[config.mk]
export PLATFORM = sky130hd
export DESIGN_NAME = dag_unit_flat
export DESIGN_NICKNAME = d
export VERILOG_FILES = /design/src/rtl/dg_pkg.sv /design/src/rtl/dag_unit_if.sv /design/src/rtl/dg_circ_upd.sv /design/src/rtl/dag_unit.sv /design/src/flat_wrapper.sv
export SDC_FILE = /design/constraint.sdc
export NUM_CORES = 2
export LEC_CHECK = 0
export BUFFER_PORTS_ARGS = -buffer_cell sky130_fd_sc_hd__buf_2
export CORE_ASPECT_RATIO = 0.7
export CORE_MARGIN = 3
export CORE_UTILIZATION = 52
export DETAILED_ROUTE_END_ITERATION = 16
export PLACE_DENSITY_LB_ADDON = 0.05
export SYNTH_ARGS = -nofsm -noshare
export SYNTH_HDL_FRONTEND = slang
export SYNTH_SLANG_ARGS = --single-unit
[constraint.sdc]
create_clock -name clk -period 19.1 [get_ports clk]
set_input_delay 1.91 -clock clk [delete_from_list [all_inputs] [get_ports clk]]
set_output_delay 1.91 -clock clk [all_outputs]
set_load 0.02 [all_outputs]
[src/rtl/dg_pkg.sv]
// DAG shared definitions: widths, ureg group codes
// and the ureg address decoder.
package dg_pkg;

  localparam int DW   = 16;
  localparam int IW   = 3;
  localparam int AW   = 5;
  localparam int NREG = 1 << IW;

  localparam logic [1:0] GRP_I = 2'b00;
  localparam logic [1:0] GRP_M = 2'b01;
  localparam logic [1:0] GRP_L = 2'b10;
  localparam logic [1:0] GRP_B = 2'b11;

  typedef struct packed {
    logic [1:0]    grp;
    logic [IW-1:0] idx;
  } ureg_t;

  function automatic ureg_t ureg_dec(
    input logic [AW-1:0] a
  );
    ureg_t u;
    u.grp = a[AW-1:IW];
    u.idx = a[IW-1:0];
    return u;
  endfunction

endpackage

[src/rtl/dag_unit_if.sv]
// Sequencer <-> DAG request, ureg access
// and DM address bundle.
interface dg_if;
  import dg_pkg::*;

  logic          ps_dg_en;
  logic          ps_dg_dgsclt;
  logic          ps_dg_mdfy;
  logic [IW-1:0] ps_dg_iadd;
  logic [IW-1:0] ps_dg_madd;
  logic          ps_dg_wrt_en;
  logic [AW-1:0] ps_dg_wrt_add;
  logic [AW-1:0] ps_dg_rd_add;
  logic [DW-1:0] bc_dt;
  logic [DW-1:0] dg_bc_dt;
  logic [DW-1:0] dg_dm_add;
  logic          dg_dm_vld;
  logic [DW-1:0] dg_ps_add;

  modport master (
    output ps_dg_en, ps_dg_dgsclt, ps_dg_mdfy,
    output ps_dg_iadd, ps_dg_madd,
    output ps_dg_wrt_en, ps_dg_wrt_add,
    output ps_dg_rd_add, bc_dt,
    input  dg_bc_dt, dg_dm_add, dg_dm_vld,
    input  dg_ps_add
  );

  modport slave (
    input  ps_dg_en, ps_dg_dgsclt, ps_dg_mdfy,
    input  ps_dg_iadd, ps_dg_madd,
    input  ps_dg_wrt_en, ps_dg_wrt_add,
    input  ps_dg_rd_add, bc_dt,
    output dg_bc_dt, dg_dm_add, dg_dm_vld,
    output dg_ps_add
  );

endinterface

[src/rtl/dg_circ_upd.sv]
// Index + modifier add with single-step
// circular wrap into [B, B+L).
module dg_circ_upd
  import dg_pkg::*;
(
  input  logic [DW-1:0] i_i,
  input  logic [DW-1:0] m_i,
  input  logic [DW-1:0] l_i,
  input  logic [DW-1:0] b_i,
  output logic [DW-1:0] nxt_o
);

  logic [DW-1:0] raw;
  logic [DW:0]   raw_x;
  logic [DW:0]   top_x;

  assign raw   = i_i + m_i;
  assign raw_x = {1'b0, raw};
  // 17-bit bound so B+L past 0xFFFF does not alias
  assign top_x = {1'b0, b_i} + {1'b0, l_i};

  always_comb begin
    nxt_o = raw;
    if (l_i != '0) begin
      if (raw_x >= top_x)
        nxt_o = raw - l_i;
      else if (raw < b_i)
        nxt_o = raw + l_i;
    end
  end

endmodule

[src/rtl/dag_unit.sv]
// Data address generator: I/M/L/B files,
// one-cycle DM address output, ureg port.
module dag_unit
  import dg_pkg::*;
(
  input logic clk,
  input logic rst,
  dg_if.slave bus
);

  logic [DW-1:0] i_q [NREG];
  logic [DW-1:0] m_q [NREG];
  logic [DW-1:0] l_q [NREG];
  logic [DW-1:0] b_q [NREG];
  logic [DW-1:0] i_d [NREG];
  logic [DW-1:0] m_d [NREG];
  logic [DW-1:0] l_d [NREG];
  logic [DW-1:0] b_d [NREG];

  logic [DW-1:0] add_q, add_d;
  logic          vld_q;
  logic [DW-1:0] nxt;
  logic [DW-1:0] cur_i;
  logic [DW-1:0] rd_dt;
  ureg_t         wa, ra;

  assign wa    = ureg_dec(bus.ps_dg_wrt_add);
  assign ra    = ureg_dec(bus.ps_dg_rd_add);
  assign cur_i = i_q[bus.ps_dg_iadd];

  dg_circ_upd u_circ (
    .i_i   (cur_i),
    .m_i   (m_q[bus.ps_dg_madd]),
    .l_i   (l_q[bus.ps_dg_iadd]),
    .b_i   (b_q[bus.ps_dg_iadd]),
    .nxt_o (nxt)
  );

  always_comb begin
    add_d = add_q;
    if (bus.ps_dg_en)
      add_d = bus.ps_dg_dgsclt ? nxt : cur_i;
  end

  // Later assignments win: I write > B side load > modify
  always_comb begin
    i_d = i_q;
    m_d = m_q;
    l_d = l_q;
    b_d = b_q;
    if (bus.ps_dg_en && !bus.ps_dg_dgsclt &&
        bus.ps_dg_mdfy)
      i_d[bus.ps_dg_iadd] = nxt;
    if (bus.ps_dg_wrt_en) begin
      case (wa.grp)
        GRP_I: i_d[wa.idx] = bus.bc_dt;
        GRP_M: m_d[wa.idx] = bus.bc_dt;
        GRP_L: l_d[wa.idx] = bus.bc_dt;
        GRP_B: begin
          b_d[wa.idx] = bus.bc_dt;
          i_d[wa.idx] = bus.bc_dt;
        end
        default: ;
      endcase
    end
  end

  always_ff @(posedge clk or posedge rst) begin
    if (rst) begin
      for (int k = 0; k < NREG; k++) begin
        i_q[k] <= '0;
        m_q[k] <= '0;
        l_q[k] <= '0;
        b_q[k] <= '0;
      end
      add_q <= '0;
      vld_q <= 1'b0;
    end else begin
      i_q   <= i_d;
      m_q   <= m_d;
      l_q   <= l_d;
      b_q   <= b_d;
      add_q <= add_d;
      vld_q <= bus.ps_dg_en;
    end
  end

  always_comb begin
    rd_dt = '0;
    case (ra.grp)
      GRP_I:   rd_dt = i_q[ra.idx];
      GRP_M:   rd_dt = m_q[ra.idx];
      GRP_L:   rd_dt = l_q[ra.idx];
      GRP_B:   rd_dt = b_q[ra.idx];
      default: rd_dt = '0;
    endcase
    if (bus.ps_dg_wrt_en &&
        bus.ps_dg_wrt_add == bus.ps_dg_rd_add)
      rd_dt = bus.bc_dt;
  end

  assign bus.dg_bc_dt  = rd_dt;
  assign bus.dg_dm_add = add_q;
  assign bus.dg_ps_add = add_q;
  assign bus.dg_dm_vld = vld_q;

endmodule
[src/flat_wrapper.sv]
// flat-port wrapper written by rule: the top's interface ports become plain ports
module dag_unit_flat import dg_pkg::*;
  (clk, rst, bus_ps_dg_en, bus_ps_dg_dgsclt, bus_ps_dg_mdfy, bus_ps_dg_iadd, bus_ps_dg_madd, bus_ps_dg_wrt_en, bus_ps_dg_wrt_add, bus_ps_dg_rd_add, bus_bc_dt, bus_dg_bc_dt, bus_dg_dm_add, bus_dg_dm_vld, bus_dg_ps_add);
  dg_if bus_i ();
  input logic clk;
  input logic rst;
  input wire logic [$bits(bus_i.ps_dg_en)-1:0] bus_ps_dg_en;
  input wire logic [$bits(bus_i.ps_dg_dgsclt)-1:0] bus_ps_dg_dgsclt;
  input wire logic [$bits(bus_i.ps_dg_mdfy)-1:0] bus_ps_dg_mdfy;
  input wire logic [$bits(bus_i.ps_dg_iadd)-1:0] bus_ps_dg_iadd;
  input wire logic [$bits(bus_i.ps_dg_madd)-1:0] bus_ps_dg_madd;
  input wire logic [$bits(bus_i.ps_dg_wrt_en)-1:0] bus_ps_dg_wrt_en;
  input wire logic [$bits(bus_i.ps_dg_wrt_add)-1:0] bus_ps_dg_wrt_add;
  input wire logic [$bits(bus_i.ps_dg_rd_add)-1:0] bus_ps_dg_rd_add;
  input wire logic [$bits(bus_i.bc_dt)-1:0] bus_bc_dt;
  output wire logic [$bits(bus_i.dg_bc_dt)-1:0] bus_dg_bc_dt;
  output wire logic [$bits(bus_i.dg_dm_add)-1:0] bus_dg_dm_add;
  output wire logic [$bits(bus_i.dg_dm_vld)-1:0] bus_dg_dm_vld;
  output wire logic [$bits(bus_i.dg_ps_add)-1:0] bus_dg_ps_add;
  assign bus_i.ps_dg_en = bus_ps_dg_en;
  assign bus_i.ps_dg_dgsclt = bus_ps_dg_dgsclt;
  assign bus_i.ps_dg_mdfy = bus_ps_dg_mdfy;
  assign bus_i.ps_dg_iadd = bus_ps_dg_iadd;
  assign bus_i.ps_dg_madd = bus_ps_dg_madd;
  assign bus_i.ps_dg_wrt_en = bus_ps_dg_wrt_en;
  assign bus_i.ps_dg_wrt_add = bus_ps_dg_wrt_add;
  assign bus_i.ps_dg_rd_add = bus_ps_dg_rd_add;
  assign bus_i.bc_dt = bus_bc_dt;
  assign bus_dg_bc_dt = bus_i.dg_bc_dt;
  assign bus_dg_dm_add = bus_i.dg_dm_add;
  assign bus_dg_dm_vld = bus_i.dg_dm_vld;
  assign bus_dg_ps_add = bus_i.dg_ps_add;
  dag_unit u_core (.clk(clk), .rst(rst), .bus(bus_i));
endmodule
==> metrics.md <==
| Metric | Value |
|---|---|
| Status | finished, final reports clean |
| Worst Reg-to-Reg Cells | 28 |
| RSZ-0062 raised after global routing | false |
| Post-synthesis register bit count | 529 |
| Port Buffers | 86 |
| Die height | 217 µm |
| Placer Congestion | 0.992 |
| Routed via count | 26155 |
| H-tree levels | 2 |
| Worst-path fanout max | 34 |
| Final Skew | 0.0595 ns |
| Via density per instance | 7.18 |
| First-pass GRT wire length | 179000 µm |
| Pwr Density | 168 mW/mm² |
| Maximum clock insertion buffer count | 3 |
| Largest net degree at the start of global routing | 170 |
| Floorplan row count | 76 |
| Initial drt markers | 3289 |
| Routed Antenna Nets | 0 |
| WHS Path Cells | 1 |
| HP Class | reg2reg |
| Slew @ Worst Pin | 1.22 ns |
| Slew Limit Headroom | 17.8% |
| Final Setup Violations | 0 |
| First-pass DRT Iterations | 8 |
| GR Overflow Total | 0 |
| Gr usage total | 36.8% |
| WP data required | 19.57 ns |
| Worst path top cell family by delay | compound AO/OA/AOI/OAI gates |
| # nets final | 2914 |
| Layout cells sized above 1 | 34.1% |
| Cell Area, Synth | 0.0331 mm² |
| Startpoint Class | input pin |
| Initial Util | 53.2% |
| RR Endpoint | u_core.bus.dg_dm_add[12]$_DFFE_PP0P_ |
| Syn nets | 2939 |
| Avg WL per Cell | 33.9 µm |
| Slowest-stage cell, CP | o311ai_2 |
| Hold-fix buffers at CTS | 0 |
| TritonCTS clock tree | yes |
| Filler cell count | 5066 |
| Crit path capture type | flip-flop |
| Sequential share of the synthesized area | 40.0% |
| Hold EP | u_core.bus.dg_dm_add[0]$_DFFE_PP0P_ |
| CP max stage delay | 0.99 ns |
| Post-DP HPWL | 84300 µm |
| Core area | 0.0623 mm² |
| Fin crit share | 50.1% |
| DR DRC count | 0 |
| VDD IR-drop max | 0.173 mV |
| Fmax | 0.104 GHz |
| Fin crit period | 9.57 ns |
| Critical path origin | bus_ps_dg_iadd[1] |
| Synth async-reset ratio | 100% |
| Clock slew at reported path FFs | 0.06 ns |
| Die Width | 308 µm |
| Vias in the first global route | 25274 |
| Setup Crit Path Kind | in2reg |
| HP Start | u_core.bus.dg_dm_add[0]$_DFFE_PP0P_ |
| Total CTS buffers | 55 |
| P&R area growth vs syn | 8.80% |
| Clock Latency Late Sink | 0.66 ns |
| Root Driver | clkbuf_16 |
| Setup TNS Final | 0 ns |
| R2R Setup Slk | 11.53 ns |
| Mean Syn Cell Area | 11.8 µm² |
| Post-synth EDFFs | 0 |
| Critical Path AT | 10.05 ns |
| Leakage | 15.7 nW |
| Pins Over Slew Limit | 0 |
| Initial antenna violation count | 7 |
| Max-capacitance violation count | 0 |
| I/O pin count | 87 |
| Final hold violations | 0 |
| # Post-CTS Setup Buffers | 0 |
| Most used DFF post-synth | dfrtp_1 |
| Sink Count | 529 |
| Final instance area | 0.0360 mm² |
| Crit path buf inv count | 4 |
| Cells after Synth | 2805 |
| Routed WL | 123000 µm |
| Die area | 0.0668 mm² |
| Worst R2R Start | u_core.l_q[1]$_DFFE_PP0P_ |
| Post-placement cell area | 0.0342 mm² |
| Synth unique cells | 88 |
| Post-CTS resize count | 0 |
| Syn. warnings | 0 |
cells in the mapped netlist, drive strengths merged, types with 58 or more instances:
cell type,instances,area [µm²]
a21oi,152,772
mux2,432,4880
nor2,122,458
dfrtp,529,13200
ha,92,1150
nand3,58,290
a22oi,91,683
clkbuf,168,631
o21ai,123,616
buf,76,430
inv,69,259
nand2,129,484
mux4,208,4680
worst max-delay path by stage:
stage                                           endpoint  slack, ns  cells past startpoint
floorplan                      u_core.b_q[0]$_DFFE_PP0P_       2.41                      1
global placement    u_core.bus.dg_dm_add[12]$_DFFE_PP0P_       9.30                     30
detailed placement  u_core.bus.dg_dm_add[12]$_DFFE_PP0P_       9.16                     30
CTS                 u_core.bus.dg_dm_add[12]$_DFFE_PP0P_       9.75                     30
global route        u_core.bus.dg_dm_add[12]$_DFFE_PP0P_       9.01                     30
finish              u_core.bus.dg_dm_add[12]$_DFFE_PP0P_       9.53                     30
state kept, by name (all words and copies together) (netlist names):
| register | count |
|---|---|
| u_core.bus.dg_dm_add | 16 |
| u_core.l_q | 128 |
| u_core.b_q | 128 |
| u_core.m_q | 128 |
| u_core.i_q | 128 |
| u_core.bus.dg_dm_vld | 1 |
through the flow:
stage	instances	hold WS [ns]	total power [W]	setup WS, ns	utilization [%]
floorplan	2805	0.480	0.00381	2.41	-
global placement	3542	0.482	0.00477	9.30	54.9
detailed placement	3542	0.487	0.00482	9.16	54.9
CTS	3639	0.501	0.00594	9.75	57.9
global route	3640	0.538	0.00632	9.01	57.9
finish	3642	0.507	0.00605	9.53	57.9
cell type report:
type | count | area (µm²) | share of cell area, %
Multi-Input combinational cell | 1962 | 18600 | 51.7
Timing Repair Buffer | 162 | 1050 | 2.90
Tap cell | 819 | 1020 | 2.84
Clock inverter | 21 | 250 | 0.694
Inverter | 70 | 270 | 0.750
Antenna cell | 3 | 7.51 | 0.0208
Clock buffer | 76 | 1570 | 4.34
Sequential cell | 529 | 13200 | 36.7
placed cells by master, fill, tap and decap left out, types with 13 or more instances in the layout:
cell type	instances
a21o_1	49
buf_2	82
clkbuf_16	55
nor3_1	23
o21ai_0	118
nand4_1	18
o211ai_1	15
nand2_1	129
xor2_1	17
o21a_1	57
nor2b_1	18
a22oi_1	91
ha_1	92
nand2b_1	17
nand3_1	58
a22o_1	49
mux2i_1	39
a221oi_1	19
dfrtp_1	529
or3_1	13
xnor2_1	28
a31o_2	21
nor2_1	110
mux2_2	426
buf_4	76
inv_1	66
a21oi_1	151
mux4_2	208
routing by layer:
metal | track usage, % | part of all wire (%) | up-vias
met5 | 0 | 0.022 | -
li1 | - | - | 10623
met3 | 12.3 | 13 | 267
met4 | 11.9 | 3.4 | 4
met1 | 55.3 | 43 | 13548
met2 | 49.9 | 41 | 1713
power by group:
part           internal [W]  switching (W)  total (W)
sequential          0.00143       0.000282    0.00172
clock              0.000626       0.000486    0.00111
combinational       0.00121        0.00201    0.00322
total               0.00327        0.00278    0.00605
cell families (layout without fill, tap and decap cells):
logic type	count (synthesis)	after routing	synth area share, %
DFF	529	529	40.0
and+or+nand+nor	460	460	6.66
AOI/OAI and AO/OA	680	680	14.4
adders and majority gates	97	97	3.75
xor gates and xnor gates	45	45	1.19
other	0	3	0
muxes	680	680	30.1
buffers and inverters	314	329	4.00
No activity file was read; power rests on OpenSTA's default activity.
